==> config.mk <==
export PLATFORM = sky130hd
export DESIGN_NAME = sti_dac_gen
export DESIGN_NICKNAME = d
export VERILOG_FILES = /design/src/rtl/sti_dac_pkg.sv /design/src/rtl/sti_dac_bankmap.sv /design/src/rtl/sti_dac_gen.sv
export SDC_FILE = /design/constraint.sdc
export NUM_CORES = 1
export LEC_CHECK = 0
export BUFFER_PORTS_ARGS = -buffer_cell sky130_fd_sc_hd__buf_2
export CAP_MARGIN = 20
export CORE_ASPECT_RATIO = 0.5
export CORE_MARGIN = 1
export CORE_UTILIZATION = 30
export CTS_BUF_LIST = sky130_fd_sc_hd__clkbuf_4 sky130_fd_sc_hd__clkbuf_8
export CTS_CLUSTER_DIAMETER = 40
export DETAILED_ROUTE_END_ITERATION = 12
export GPL_TIMING_DRIVEN = 0
export PLACE_DENSITY = 0.47
export SYNTH_ARGS = -nofsm -noshare
export SYNTH_HDL_FRONTEND = slang
export SYNTH_SLANG_ARGS = --single-unit
==> constraint.sdc <==
create_clock -name clk -period 3.2 [get_ports clk]
set_input_delay 0.64 -clock clk [delete_from_list [all_inputs] [get_ports clk]]
set_output_delay 0.64 -clock clk [all_outputs]
set_load 0.005 [all_outputs]
==> src/rtl/sti_dac_pkg.sv <==
// Shared types and helpers for the serial-transmit / pixel-DAC generator.
package sti_dac_pkg;

    typedef enum logic [1:0] {
        IDLE  = 2'd0,
        SHIFT = 2'd1,
        PAD   = 2'd2,
        DONE  = 2'd3
    } state_e;

    localparam logic [1:0] LEN_HALF = 2'd0;
    localparam logic [1:0] LEN_FULL = 2'd1;
    localparam logic [1:0] LEN_1P5  = 2'd2;
    localparam logic [1:0] LEN_DBL  = 2'd3;

    // Serial frame length in bits for a given length code.
    function automatic int unsigned frame_bits(input logic [1:0] len, input int unsigned data_w);
        return (data_w / 2) * (32'(len) + 32'd1);
    endfunction

endpackage

==> src/rtl/sti_dac_bankmap.sv <==
// Pixel index -> checkerboard bank strobe and word address.
module sti_dac_bankmap #(
    parameter int NUM_BANKS  = 8,
    parameter int BANK_DEPTH = 32,
    parameter int ROW_W      = 16,
    parameter int IDX_W      = $clog2(NUM_BANKS * BANK_DEPTH),
    parameter int ADDR_W     = $clog2(BANK_DEPTH)
) (
    input  logic [IDX_W-1:0]     pix_i,
    output logic [NUM_BANKS-1:0] bank_oh_o,
    output logic [ADDR_W-1:0]    addr_o
);
    localparam int GRP_SH = $clog2(2 * BANK_DEPTH);

    logic [GRP_SH-1:0] q;
    logic              row_odd;
    logic [IDX_W-1:0]  bidx;

    always_comb begin
        q         = pix_i[GRP_SH-1:0];
        // Row parity is bit log2(ROW_W) of q; a row spanning the whole pair is always even.
        row_odd   = |(q & GRP_SH'(ROW_W));
        bidx      = ((pix_i >> GRP_SH) << 1) | IDX_W'(q[0] ^ row_odd);
        addr_o    = q[GRP_SH-1:1];
        bank_oh_o = NUM_BANKS'(1) << bidx;
    end

endmodule

==> src/rtl/sti_dac_gen.sv <==
// Frame serialiser with pixel re-packing into checkerboard-interleaved banks,
// zero padding of the remaining image and a sticky finish flag.
module sti_dac_gen #(
    parameter int DATA_W     = 16,
    parameter int PIX_W      = 8,
    parameter int NUM_BANKS  = 8,
    parameter int BANK_DEPTH = 32,
    parameter int ROW_W      = 16,
    parameter int ADDR_W     = $clog2(BANK_DEPTH)
) (
    input  logic                 clk,
    input  logic                 reset,
    input  logic                 load,
    output logic                 pi_ready,
    input  logic [DATA_W-1:0]    pi_data,
    input  logic [1:0]           pi_length,
    input  logic                 pi_fill,
    input  logic                 pi_msb,
    input  logic                 pi_low,
    input  logic                 pi_end,
    output logic                 so_data,
    output logic                 so_valid,
    output logic [PIX_W-1:0]     oem_dataout,
    output logic [ADDR_W-1:0]    oem_addr,
    output logic [NUM_BANKS-1:0] oem_wr,
    output logic                 oem_finish
);
    import sti_dac_pkg::*;

    localparam int FR_W  = 2 * DATA_W;
    localparam int HALF  = DATA_W / 2;
    localparam int TOTAL = NUM_BANKS * BANK_DEPTH;
    localparam int P_W   = $clog2(TOTAL + 1);
    localparam int IDX_W = $clog2(TOTAL);
    localparam int BL_W  = $clog2(FR_W);
    localparam int FL_W  = BL_W + 1;
    localparam int PC_W  = $clog2(PIX_W);

    state_e                 state_q;
    logic                   pi_ready_q;
    logic                   so_data_q;
    logic                   so_valid_q;
    logic [FR_W-1:0]        sh_q;
    logic                   msb_q;
    logic                   end_q;
    logic [BL_W-1:0]        bl_q;
    logic [PIX_W-1:0]       acc_q;
    logic [PC_W-1:0]        bitcnt_q;
    logic [P_W-1:0]         p_q;
    logic [NUM_BANKS-1:0]   wr_q;
    logic [PIX_W-1:0]       dout_q;
    logic [ADDR_W-1:0]      addr_q;
    logic                   fin_q;

    logic [FR_W-1:0]        frame_d;
    logic [FR_W-1:0]        align_d;
    logic [FL_W-1:0]        flen_d;
    logic [PIX_W-1:0]       acc_d;
    logic                   pix_done_d;
    logic                   room_d;
    logic [P_W-1:0]         p_d;
    logic [NUM_BANKS-1:0]   map_oh;
    logic [ADDR_W-1:0]      map_addr;

    // Expand the payload into an F-bit frame, right-aligned in a 2*DATA_W register.
    always_comb begin
        flen_d  = FL_W'(frame_bits(pi_length, DATA_W));
        frame_d = '0;
        case (pi_length)
            LEN_HALF: frame_d[HALF-1:0] = pi_low ? pi_data[HALF-1:0] : pi_data[DATA_W-1:HALF];
            LEN_FULL: frame_d[DATA_W-1:0] = pi_data;
            LEN_1P5: begin
                if (pi_fill) frame_d[DATA_W+HALF-1:HALF] = pi_data;
                else         frame_d[DATA_W-1:0]         = pi_data;
            end
            LEN_DBL: begin
                if (pi_fill) frame_d[FR_W-1:DATA_W] = pi_data;
                else         frame_d[DATA_W-1:0]    = pi_data;
            end
        endcase
        // MSB-first frames are left-aligned so both orders shift out of a fixed end.
        align_d = pi_msb ? (frame_d << (FL_W'(FR_W) - flen_d)) : frame_d;
    end

    always_comb begin
        acc_d      = {acc_q[PIX_W-2:0], so_data_q};
        pix_done_d = so_valid_q && (bitcnt_q == PC_W'(PIX_W - 1));
        room_d     = (p_q < P_W'(TOTAL));
        p_d        = p_q + P_W'(pix_done_d && room_d);
    end

    sti_dac_bankmap #(
        .NUM_BANKS  (NUM_BANKS),
        .BANK_DEPTH (BANK_DEPTH),
        .ROW_W      (ROW_W),
        .IDX_W      (IDX_W),
        .ADDR_W     (ADDR_W)
    ) u_map (
        .pix_i     (p_q[IDX_W-1:0]),
        .bank_oh_o (map_oh),
        .addr_o    (map_addr)
    );

    always_ff @(posedge clk) begin
        if (reset) begin
            state_q    <= IDLE;
            pi_ready_q <= 1'b1;
            so_data_q  <= 1'b0;
            so_valid_q <= 1'b0;
            sh_q       <= '0;
            msb_q      <= 1'b0;
            end_q      <= 1'b0;
            bl_q       <= '0;
            acc_q      <= '0;
            bitcnt_q   <= '0;
            p_q        <= '0;
            wr_q       <= '0;
            dout_q     <= '0;
            addr_q     <= '0;
            fin_q      <= 1'b0;
        end else begin
            wr_q  <= '0;
            fin_q <= (state_q == DONE);
            p_q   <= p_d;
            if (so_valid_q) begin
                acc_q    <= acc_d;
                bitcnt_q <= pix_done_d ? '0 : bitcnt_q + PC_W'(1);
            end
            // Completed pixel is written next cycle, whatever state follows.
            if (pix_done_d && room_d) begin
                wr_q   <= map_oh;
                dout_q <= acc_d;
                addr_q <= map_addr;
            end
            case (state_q)
                IDLE: begin
                    if (load) begin
                        so_valid_q <= 1'b1;
                        so_data_q  <= pi_msb ? align_d[FR_W-1] : align_d[0];
                        sh_q       <= pi_msb ? (align_d << 1) : (align_d >> 1);
                        bl_q       <= BL_W'(flen_d - FL_W'(1));
                        msb_q      <= pi_msb;
                        end_q      <= pi_end;
                        pi_ready_q <= 1'b0;
                        state_q    <= SHIFT;
                    end
                end
                SHIFT: begin
                    if (bl_q != '0) begin
                        so_data_q <= msb_q ? sh_q[FR_W-1] : sh_q[0];
                        sh_q      <= msb_q ? (sh_q << 1) : (sh_q >> 1);
                        bl_q      <= bl_q - BL_W'(1);
                    end else begin
                        so_valid_q <= 1'b0;
                        so_data_q  <= 1'b0;
                        if (!end_q) begin
                            state_q    <= IDLE;
                            pi_ready_q <= 1'b1;
                        end else if (p_d < P_W'(TOTAL)) begin
                            state_q <= PAD;
                        end else begin
                            state_q <= DONE;
                        end
                    end
                end
                PAD: begin
                    wr_q   <= map_oh;
                    dout_q <= '0;
                    addr_q <= map_addr;
                    p_q    <= p_q + P_W'(1);
                    if (p_q == P_W'(TOTAL - 1)) state_q <= DONE;
                end
                DONE: ;
            endcase
        end
    end

    assign pi_ready    = pi_ready_q;
    assign so_data     = so_data_q;
    assign so_valid    = so_valid_q;
    assign oem_dataout = dout_q;
    assign oem_addr    = addr_q;
    assign oem_wr      = wr_q;
    assign oem_finish  = fin_q;

endmodule

Word level (Yosys, flattened, before mapping) --
Cells that the tools add are included. Widths: inputs -> output; s select.
Cells by class: shift-type cells 2, $mul 0, div/mod/pow operators 0, reductions and logical operators 15, $add $sub $neg 7, equality and inequality tests 13, bitwise gates (word level) 2, $lt $le $gt $ge 2, mux-type cells 43
Operators with widths (count):
- $mux 32 | 5
- $pmux 32 s2 | 1
- $mux 8 | 7
- $mux 16 | 2
- $pmux 8 s4 | 1
- $shl 32x6->32 | 1
- $pmux 8 s3 | 1
- $mux 5 | 4
- $lt 9x9->1 const B | 2
- $pmux 8 s2 | 1
- $mux 1 | 10
- $ne 2x2->1 const B | 5
- $pmux 5 s2 | 1
- $sub 5x1->5 const B | 2
- $add 9x1->9 | 1
- $add 9x1->9 const B | 1
- $eq 9x8->1 const B | 1
- $mux 9 | 1
- $eq 2x2->1 const B | 4
- $mux 2 | 4
- $reduce_and 4->1 | 2
- $shl 1x3->8 const A | 1
- $pmux 1 s2 | 3
- $pmux 2 s3 | 1
- other kinds (16) | 22
Word-level totals: output and inout port bits 25, latch bits 0, flip-flop bits (word level) 85, input bits 25, memory bits (writable) 0, memories kept 0, word-level logic and storage cells 99, ROM bits 0

Depth between registers and ports, before layout --
Gate-level depths: netlist of run 1.
word-level depth 9, depth in mapped cells 12, mapped depth without buffers 11

By module --
Synthesis of run 1 repeated with hierarchy kept, for this count alone.
Second synthesis, totals: cell total of the unflattened synthesis 661, area, all modules 5415.2 µm²
By module, submodules not included:
- sti_dac_gen | times used 1, cells each 643, seq. area each 1701.6 µm², area each 5306.3 µm²
- sti_dac_bankmap | times used 1, cells each 18, seq. area each 0.0 µm², area each 108.9 µm²

Worst setup path after synthesis of run 1 --
No wires, ideal clock.
kind in2reg, start point input pi_length[0], end point register sh_q[22], path buffers 1, arrival time 2.362 ns, library setup time 0.122 ns, stages 8, data required time 3.078 ns, setup slack 0.716 ns, cells stage by stage clkbuf_1 inv_1 ha_1 or2_2 a221oi_2 o221ai_1 a221oi_1 nor2_1
Between the ends: longest elaborated chain between the ends 7, elaborated cells between the ends (all ways) 15, those cells by class 2 x add/sub; 3 x eq/ne; 1 x shift; 8 x mux; 1 x reduce/logical
RTL lines:
- start, declared | RTL line sti_dac_gen.sv:16 | input logic [1:0] pi_length,
- $add 2x1->3, or another cell as far along | RTL line sti_dac_pkg.sv:18 | return (data_w / 2) * (32'(len) + 32'd1);
- $sub 6x6->6, or another cell as far along | RTL line sti_dac_gen.sv:82 | align_d = pi_msb ? (frame_d << (FL_W'(FR_W) - flen_d)) : frame_d;
- $shl 32x6->32 | RTL line sti_dac_gen.sv:82
- $mux 32 (*) | RTL line sti_dac_gen.sv:82
- $mux 32 (*) | RTL line sti_dac_gen.sv:140 | sh_q <= pi_msb ? (align_d << 1) : (align_d >> 1);
- $mux 32 (*) | RTL line sti_dac_gen.sv:137 | if (load) begin
- $pmux 32 s2 (*) | RTL line sti_dac_gen.sv:135 | case (state_q)
- end signal, assigned | RTL line sti_dac_gen.sv:140
- end signal, assigned | RTL line sti_dac_gen.sv:151 | sh_q <= msb_q ? (sh_q << 1) : (sh_q >> 1);
- end, declared | RTL line sti_dac_gen.sv:43 | logic [FR_W-1:0] sh_q;
Every way passes the cells marked *; elsewhere a longest branch is shown, timed or not. The select of a mux whose other input is x is not followed. A chain may end at the register's enable or synchronous reset.

Worst setup path in the final report of run 1 --
Ends and elaborated chain as after synthesis.

==> flow_summary.toml, run 1 <==
[synthesis]
synthArstFlopShare_pct = 0
syn_avg_cell_area_um2 = 7.96
ys_top_cells_by_area = "dfxtp_1 (32%), a21oi_1 (7.4%), o21ai_0 (6.1%), mux2i_1 (5.5%), mux2_2 (4.7%)"
synth_edf_count = 0
synth_cells = 665
ys_ff_latch = 85
seq_area_frac_synth_pct = 32.2
synth_top_cell_by_area = "dfxtp_1"
netlist.area_leader.share_pct = 32.2
syn_area_um2 = 5290
ys_warn_count = 0
synth_ff_type = "dfxtp_1"
syn_nets = 708
synth_cell_types = 63

[worst_setup_path]
crit_end = "sh_q[22]$_SDFFE_PP0P_"
regToRegSetupSlack_ns = 0.39
r2r-end = "state_q[0]$_SDFFE_PP0P_"
startpoint = "pi_length[0]"
crit_path_max_fanout = 10
crit_type = "in -> reg"
reg2reg_depth = 12
crit_arrival_ns = 3.37
critPathLaunchType = "primary input"
reg2reg_from = "bitcnt_q[0]$_SDFFE_PP0P_"
required_ns = 3.48
crit_path_end_kind = "flop"

[floorplanning]
dieArea_um2 = 18200
initial_core_util_pct = 31.5
die_w_um = 190
core_region_area_um2 = 16800
ios = 50
std_cell_rows = 33
die_height_um = 95.9

[sta]
finalMaxSlewViolations = 0
worst_slew_pin_slew_ns = 0.770
setup_viol = 0
setup_ws_ns = 0.111
maxSlewHeadroom_pct = 47.3
final_hold_viol_count = 0
rsz0062_at_grt = "yes"
fin_crit_sh_pct = 96.5
max_freq_ghz = 0.324
finalCriticalPeriod_ns = 3.09
fin_skew_ns = 0.0107

[power_and_ir_drop]
p_comb_share_pct = 35.2
p_seq_share_pct = 40.5
irDropWorstVdd_uv = 280
power_leakage_uw = 0.00225
intPower_uw = 1930
switching_share_pct = 40.9
clockPowerShare_pct = 24.3
power.density_nw_per_um2 = 540
p_sw_uw = 1340

[clock_tree]
cts_max_level = 3
clock_latency_ns = 0.38
cts_root_buf = "clkbuf_8"
cts_buffer_depth = 2
cts_tree = "yes"
post_cts_buffers = 0
cts_buffers = 9
cts.sinks = 85
path_clk_slew_ns = 0.11

[final_layout]
nFillCells = 1806
drive_above_1_share_pct = 18.9
layout.cells.non_filler = 957
final_common_cell = "dfxtp_1"
fin_util_pct = 36.0
final_cell_mix = "dfxtp_1 (85), a21oi_1 (78), buf_2 (70)"
syn_to_final_growth_pct = 14.2
final_nets = 768
antennaDiodeCount = 0

[drt]
totalWireLength_um = 19500
drc = 0
wl_per_cell_um = 20.4
vias = 5353
vias_per_cell = 5.59
drt-initial-drc-count = 491
ant_nets = 0
firstDrtPassIters = 5

[place]
place_congestion = 0.943
port_buffers = 49
pre_cts_ws_ns = -0.269
hpwl_um = 14600
dp_cells = 941

[flow_run]
maxCapViolations = 0

[grt]
grt_pass1_wl_um = 29900
gr-total-overflow = 0
grt_max_degree = 19
antenna_found_initial = 0
grt_usage_pct = 21.9
grt_pass1_vias = 4990

[outcome]
status = "finished, final reports clean"

[hold_path]
min_path_type = "reg -> reg"
-- worst min-delay path by stage --
stage / start / slack [ns] / depth (start not counted) / endpoint
2_1_floorplan: acc_q[6]$_SDFFE_PP0P_ / 0.43 / 2 / oem_dataout[7]$_SDFFE_PP0P_
3_3_place_gp: oem_addr[3]$_SDFFE_PP0P_ / 0.44 / 2 / oem_addr[3]$_SDFFE_PP0P_
3_5_place_dp: oem_addr[2]$_SDFFE_PP0P_ / 0.45 / 2 / oem_addr[2]$_SDFFE_PP0P_
4_1_cts: oem_addr[2]$_SDFFE_PP0P_ / 0.46 / 2 / oem_addr[2]$_SDFFE_PP0P_
5_1_grt: oem_addr[3]$_SDFFE_PP0P_ / 0.47 / 2 / oem_addr[3]$_SDFFE_PP0P_
6_report: oem_addr[2]$_SDFFE_PP0P_ / 0.45 / 2 / oem_addr[2]$_SDFFE_PP0P_
-- power groups by stage --
stage               Clock, uW  Sequential [uW]  Combinational, uW
global placement            0             1340               1120
detailed placement          0             1340               1120
finish                    794             1320               1150
CTS                       815             1320               1120
global route              870             1340               1240
floorplan                   0             1290                784
-- critical path, stage by stage --
cell,delay (ns)
buf_2,0.17
buf_1,0.33
inv_1,0.29
ha_1,0.30
nand2b_1,0.07
buf_2,0.30
mux2i_1,0.69
o221ai_1,0.21
a221oi_1,0.30
nor2_1,0.06
-- synthesized netlist by cell type, drive strengths merged, types with 7 or more instances --
| cell | n |
|---|---|
| a22o | 8 |
| inv | 17 |
| nand3 | 14 |
| a211oi | 8 |
| dfxtp | 85 |
| mux2 | 22 |
| o21ai | 67 |
| nand2b | 7 |
| clkbuf | 24 |
| ha | 18 |
| a31oi | 8 |
| a21oi | 79 |
| nor2b | 10 |
| nor3 | 34 |
| buf | 28 |
| nand2 | 61 |
| a221oi | 11 |
| mux2i | 29 |
| nor2 | 55 |
| o311ai | 8 |
-- through the flow --
step                      setup TNS (ns)  cell area, um2  hold WS, ns  total power [uW]
after global routing              -0.120            6040        0.474              3450
after floorplan                        0            5290        0.431              2080
final                                  0            6040        0.454              3260
after CTS                              0            6020        0.461              3250
after global placement             -2.77            5820        0.444              2460
after detailed placement           -1.65            5820        0.446              2460
-- flip-flops by register name, indices dropped and copies added, names as in the netlist --
| register | flops |
|---|---|
| so_data | 1 |
| bl_q | 5 |
| oem_wr | 8 |
| pi_ready | 1 |
| msb_q | 1 |
| bitcnt_q | 3 |
| oem_finish | 1 |
| oem_addr | 5 |
| p_q | 9 |
| oem_dataout | 8 |
| sh_q | 32 |
| end_q | 1 |
| so_valid | 1 |
| acc_q | 7 |
| state_q | 2 |
-- kinds of logic after synthesis --
| family | after synthesis | synth area share [%] |
|---|---|---|
| AND/OR/NAND/NOR | 209 | 19.1 |
| multiplexers | 51 | 10.2 |
| adder cells (fa/ha/maj) | 18 | 4.26 |
| XOR/XNOR | 9 | 1.49 |
| buffers and inverters | 69 | 5.84 |
| flip-flops | 85 | 32.2 |
| AO/OA/AOI/OAI | 224 | 27.0 |
-- cell type report --
class,count,area (um2),area share (%)
Sequential cell,85,1700,28.2
Multi-Input combinational cell,511,3300,54.6
Inverter,17,63.8,1.06
Clock buffer,9,124,2.05
Timing Repair Buffer,49,245,4.06
Tap cell,227,284,4.70
Clock inverter,7,78.8,1.30
Buffer,52,245,4.06
-- metal layers --
metal | up-vias | track usage [%] | routed length, um
li1 | 2548 | - | -
met1 | 2526 | 30.4 | 9460
met2 | 246 | 33.9 | 8030
met3 | 33 | 4.78 | 1600
met4 | 0 | 6.79 | 424
met5 | - | 0 | 0
-- what timing repair did --
item,CTS,global route
hold buffers,0,0
resized for setup,0,5
endpoints found under the setup margin,0,6
Power figures use the tool's default switching activity.
==> inputs of run 2 (changes only) <==
Settings changed: CTS_BUF_LIST sky130_fd_sc_hd__clkbuf_4 sky130_fd_sc_hd__clkbuf_8 to unset, PLACE_DENSITY 0.47 to 0.49.
Clock period 3.2 ns to 2.6 ns, I/O delays scaled along.
==> run 2 against run 1 <==
Net effect: power rose by 33%; worst setup slack got worse by 0.10 ns; die area did not move; critical endpoint is now sh_q[20]$_SDFFE_PP0P_; largest cell class unchanged; largest power group unchanged.
==> flow_summary.toml, run 2 (synthesis results as in run 1) <==
[outcome]
status = "finished, final reports clean"

[floorplanning]
std_cell_rows = 33
ios = 50
die_height_um = 95.9
core_region_area_um2 = 16800
die_w_um = 190
initial_core_util_pct = 31.5
dieArea_um2 = 18200

[final_layout]
antennaDiodeCount = 0
regMostFlops = "sh_q"
largest_reg_flops = 32
syn_to_final_growth_pct = 18.8
final_cell_mix = "dfxtp_1 (85), a21oi_1 (78), buf_2 (66)"
drive_above_1_share_pct = 21.1
final_nets = 768
fin_util_pct = 37.4
final_common_cell = "dfxtp_1"
postLayoutCellArea_um2 = 6290
top_regs = "sh_q x32, p_q x9"

[drt]
m1WireLength_um = 9220
wl_per_cell_um = 20.1
totalWireLength_um = 19300
met2WireLength_um = 7980
ant_nets = 0
vias_per_cell = 5.64
vias = 5400
firstDrtPassIters = 5
met3WireLength_um = 1650
drc = 0
routed.top_layer = "met4"
drt-initial-drc-count = 516

[sta]
final_hold_viol_count = 0
maxSlewHeadroom_pct = 55.9
fin_skew_ns = 0.00522
worst_slew_pin_slew_ns = 0.661
finalMaxSlewViolations = 0
setup_viol = 0
timing.hold.ws_ns = 0.446
rsz0062_at_grt = "yes"
fin_crit_sh_pct = 99.6
max_freq_ghz = 0.386
finalCriticalPeriod_ns = 2.59
fin_tns_setup_ns = 0

[power_and_ir_drop]
power_leakage_uw = 0.00228
finalPower_uw = 4350
irDropWorstVdd_uv = 308
power.density_nw_per_um2 = 692

[worst_setup_path]
cp_top_family = "buffers and inverters"
regToRegSetupSlack_ns = 0.26
reg2reg_from = "state_q[0]$_SDFFE_PP0P_"
crit_chain = "buf_2 > clkbuf_4 > clkinvlp_4 > ha_1 > nand2b_1 > buf_4 > mux2i_4 > o22ai_1 > o21ai_0 > a21oi_1"
cp_slowest_cell = "mux2i_4"
crit_arrival_ns = 2.82
crit_type = "in -> reg"
crit_path_end_kind = "flop"
reg2reg_depth = 8
critical_path_buf_inv_count = 4
crit_path_max_fanout = 10
required_ns = 2.83
critPathLaunchType = "primary input"
r2r-end = "sh_q[23]$_SDFFE_PP0P_"
slowest_delay_ns = 0.43

[hold_path]
min_path_type = "in -> reg"
hold_start = "pi_end"
hold_depth = 3
hold_path_end = "end_q$_SDFFE_PP0P_"

[grt]
gr-total-overflow = 0
antenna_found_initial = 0
grt_pass1_wl_um = 30100
grt_max_degree = 17
grt_usage_pct = 21.9
grt_pass1_vias = 5077

[clock_tree]
cts_buffers = 9
cts_hold_buf = 0
path_clk_slew_ns = 0.07
cts_max_level = 3
cts_root_buf = "clkbuf_16"
clock_latency_ns = 0.35
cts_buffer_depth = 2
cts.sinks = 85
cts_tree = "yes"

[flow_run]
maxCapViolations = 0

[place]
hpwl_um = 14300
place_congestion = 0.955
port_buffers = 49
dpl_cell_area_um2 = 5820
-- run 2: cell count changes in the layout (fill, tap and decap cells not counted), moves of 3 or more --
cell       previous run  this run
buf_2                70        66
clkbuf_16             0         9
clkbuf_4              0         3
mux2i_4               0         6
clkbuf_8              9         1
mux2i_1              27        21
buf_4                 4         7
-- run 2: through the flow --
step           cells  worst slack [ns]
2_1_floorplan    665             0.236
3_3_place_gp     941            -0.865
3_5_place_dp     941            -0.894
4_1_cts          956           0.00146
5_1_grt          957           -0.0398
6_report         957            0.0103
-- run 2: power breakdown --
group	switching [uW]	internal, uW
sequential	154	1470
clock	589	693
combinational	901	540
total	1640	2710
-- run 2: worst reg2reg max path, stage by stage (launching register included) --
cell and delay, ns:
dfxtp_1 0.42, ha_1 0.40, buf_6 0.23, inv_2 0.09
o21ai_2 0.19, nand2_2 0.19, buf_4 0.25, nor4_1 0.37
nor2_1 0.08
-- run 2: worst max path at each step --
stage,startpoint,endpoint,slack [ns],depth (start not counted)
5_1_grt,pi_length[0],sh_q[10]$_SDFFE_PP0P_,-0.04,10
4_1_cts,pi_length[0],sh_q[9]$_SDFFE_PP0P_,0.001,11
3_3_place_gp,pi_length[0],sh_q[20]$_SDFFE_PP0P_,-0.87,10
2_1_floorplan,pi_length[0],sh_q[22]$_SDFFE_PP0P_,0.24,8
6_report,pi_length[0],sh_q[20]$_SDFFE_PP0P_,0.01,10
3_5_place_dp,pi_length[0],sh_q[20]$_SDFFE_PP0P_,-0.89,10
-- run 2: final cells by class --
class	instances	area [um2]
fill	1758	10500
multi-input combinational	511	3430
sequential	85	1700
tap	227	284
buffer	51	256
timing repair buffer	50	253
clock buffer	10	239
inverter	17	72.6
clock inverter	6	53.8
-- run 2: metal layers --
layer,vias up,global-route usage (%)
li1,2546,-
met1,2553,30.4
met3,38,4.81
met4,0,6.59
met2,263,33.6
met5,-,0
-- run 2: timing repair --
| item | 4_1_cts | 5_1_grt |
|---|---|---|
| buffers inserted | 0 | 1 |
| gates cloned | 0 | 0 |
| setup endpoints to repair | 38 | 26 |
| gates resized for setup | 19 | 19 |
==> inputs of run 3 (changes only) <==
Settings changed: CORE_ASPECT_RATIO 0.5 to unset.
==> run 3 against run 2 <==
Net effect: cell area decreased by 0.50%; via count increased by 0.39%; clock power is essentially flat; combinational power hardly changed; global-route usage decreased by 0.28 points; worst hold slack worse by 0.0011 ns; die area decreased by 0.18%; core utilization fell by 1.1 points; power shrank 0.57%; wire length up 1.3%; sequential power hardly changed; register-to-register slack got worse by 0.07 ns; largest cell class unchanged.
==> flow_summary.toml, run 3 (synthesis results as in run 1) <==
[outcome]
status = "finished, final reports clean"

[worst_setup_path]
critical_path_buf_inv_count = 5
slowest_delay_ns = 0.29
crit_arrival_ns = 2.74
regToRegSetupSlack_ns = 0.19
crit_path_max_fanout = 10
crit_path_end_kind = "flop"
cp_slowest_cell = "ha_1"
crit_chain = "buf_2 > buf_4 > clkinvlp_4 > ha_1 > o21ba_4 > nor3_2 > clkbuf_4 > clkbuf_4 > nor2_1 > a21oi_1 > a21oi_1"
required_ns = 2.82
cp_top_family = "buffers and inverters"
r2r-end = "state_q[0]$_SDFFE_PP0P_"
crit_type = "in -> reg"
reg2reg_from = "bitcnt_q[0]$_SDFFE_PP0P_"
reg2reg_depth = 11
critPathLaunchType = "primary input"

[drt]
vias = 5421
firstDrtPassIters = 5
ant_nets = 0
totalWireLength_um = 19500
wl_per_cell_um = 20.4
vias_per_cell = 5.66
drt-initial-drc-count = 490
drc = 0

[power_and_ir_drop]
power.density_nw_per_um2 = 691
power_leakage_uw = 0.00229
irDropWorstVdd_uv = 363
finalPower_uw = 4320

[grt]
grt_max_degree = 16
grt_pass1_wl_um = 29400
grt_usage_pct = 21.6
antenna_found_initial = 0
gr-total-overflow = 0
grt_pass1_vias = 5028

[place]
port_buffers = 49
dp_cells = 939
pre_cts_ws_ns = -0.993
hpwl_um = 14700
place_congestion = 0.984

[hold_path]
hold_start = "pi_end"
min_path_type = "in -> reg"
hold_path_end = "end_q$_SDFFE_PP0P_"
hold_depth = 3

[floorplanning]
ios = 50
dieArea_um2 = 18200
die_height_um = 135
std_cell_rows = 48
core_region_area_um2 = 17200
die_w_um = 135
initial_core_util_pct = 30.7

[sta]
setup_ws_ns = 0.0850
maxSlewHeadroom_pct = 54.1
finalMaxSlewViolations = 0
worst_slew_pin_slew_ns = 0.689
rsz0062_at_grt = "no"
setup_viol = 0
finalCriticalPeriod_ns = 2.51
max_freq_ghz = 0.398
final_hold_viol_count = 0
fin_skew_ns = 0.00907
timing.hold.ws_ns = 0.445
fin_crit_sh_pct = 96.7

[final_layout]
final_cell_mix = "dfxtp_1 (85), a21oi_1 (78), buf_2 (67)"
regMostFlops = "sh_q"
layout.cells.non_filler = 957
nFillCells = 1800
antennaDiodeCount = 0
drive_above_1_share_pct = 20.9
syn_to_final_growth_pct = 18.2
top_regs = "sh_q x32, p_q x9"
largest_reg_flops = 32
final_common_cell = "dfxtp_1"
final_nets = 770

[flow_run]
maxCapViolations = 0

[clock_tree]
cts_root_buf = "clkbuf_16"
cts_tree = "yes"
clock_latency_ns = 0.35
cts.sinks = 85
cts_buffer_depth = 2
cts_max_level = 3
cts_hold_buf = 0
cts_buffers = 9
path_clk_slew_ns = 0.07
-- run 3: cell count changes in the layout (fill, tap and decap cells not counted), moves of 2 or more --
cell      previous run  this run
inv_6                4         1
a211oi_2             1         3
clkinv_4             1         3
nand3_2              0         2
o311ai_0             8         6
o311ai_1             0         2
-- run 3: worst reg2reg max path: cells and delay by family, from the launching register on --
kind / cells / cell delay (ns)
adders and majority gates: 4 / 0.76
and+or+nand+nor: 3 / 0.53
DFF: 1 / 0.35
buffers and inverters: 2 / 0.25
AOI/OAI and AO/OA: 1 / 0.22
xor gates and xnor gates: 1 / 0.18
-- run 3: cell type report --
type	instances	area, um2	share of cell area [%]
buffer	51	253	4.04
clock buffer	11	253	4.04
clock inverter	5	42.5	0.680
inverter	17	70.1	1.12
multi-input combinational	511	3390	54.1
sequential	85	1700	27.2
tap	225	282	4.50
timing repair buffer	52	268	4.28
-- run 3: routing by layer --
| layer | up-vias | wire (um) | global-route usage [%] |
|---|---|---|---|
| met5 | - | 0 | 0 |
| met2 | 232 | 8660 | 32.6 |
| met4 | 0 | 775 | 11.5 |
| li1 | 2556 | - | - |
| met3 | 52 | 1250 | 3.08 |
| met1 | 2581 | 8850 | 29.6 |
-- run 3: worst max path at each step --
stage / start / endpoint / slack (ns) / depth (start not counted)
2_1_floorplan: pi_length[0] / sh_q[22]$_SDFFE_PP0P_ / 0.24 / 8
3_3_place_gp: pi_length[0] / sh_q[22]$_SDFFE_PP0P_ / -1.11 / 10
3_5_place_dp: pi_length[0] / sh_q[22]$_SDFFE_PP0P_ / -0.99 / 10
4_1_cts: pi_length[0] / sh_q[13]$_SDFFE_PP0P_ / 0.002 / 10
5_1_grt: bitcnt_q[0]$_SDFFE_PP0P_ / state_q[0]$_SDFFE_PP0P_ / 0.01 / 11
6_report: pi_length[0] / sh_q[1]$_SDFFE_PP0P_ / 0.09 / 11
-- run 3: through the flow --
step	utilization, %	instance area [um2]	setup TNS, ns
finish	36.3	6260	0
global route	36.3	6260	0
CTS	35.9	6180	0
detailed placement	33.8	5820	-25.99
global placement	33.8	5820	-27.20
floorplan	-	5290	0
-- run 3: what timing repair did --
item	in CTS	in global routing
pin swaps	0	0
setup endpoints to repair	38	24
resized for setup	12	21
setup buffers	3	0
gates cloned	0	0
-- run 3: report_power, final --
part / internal, uW / switching, uW
registers: 1470 / 148
logic: 539 / 898
clock network: 708 / 558
total: 2720 / 1600
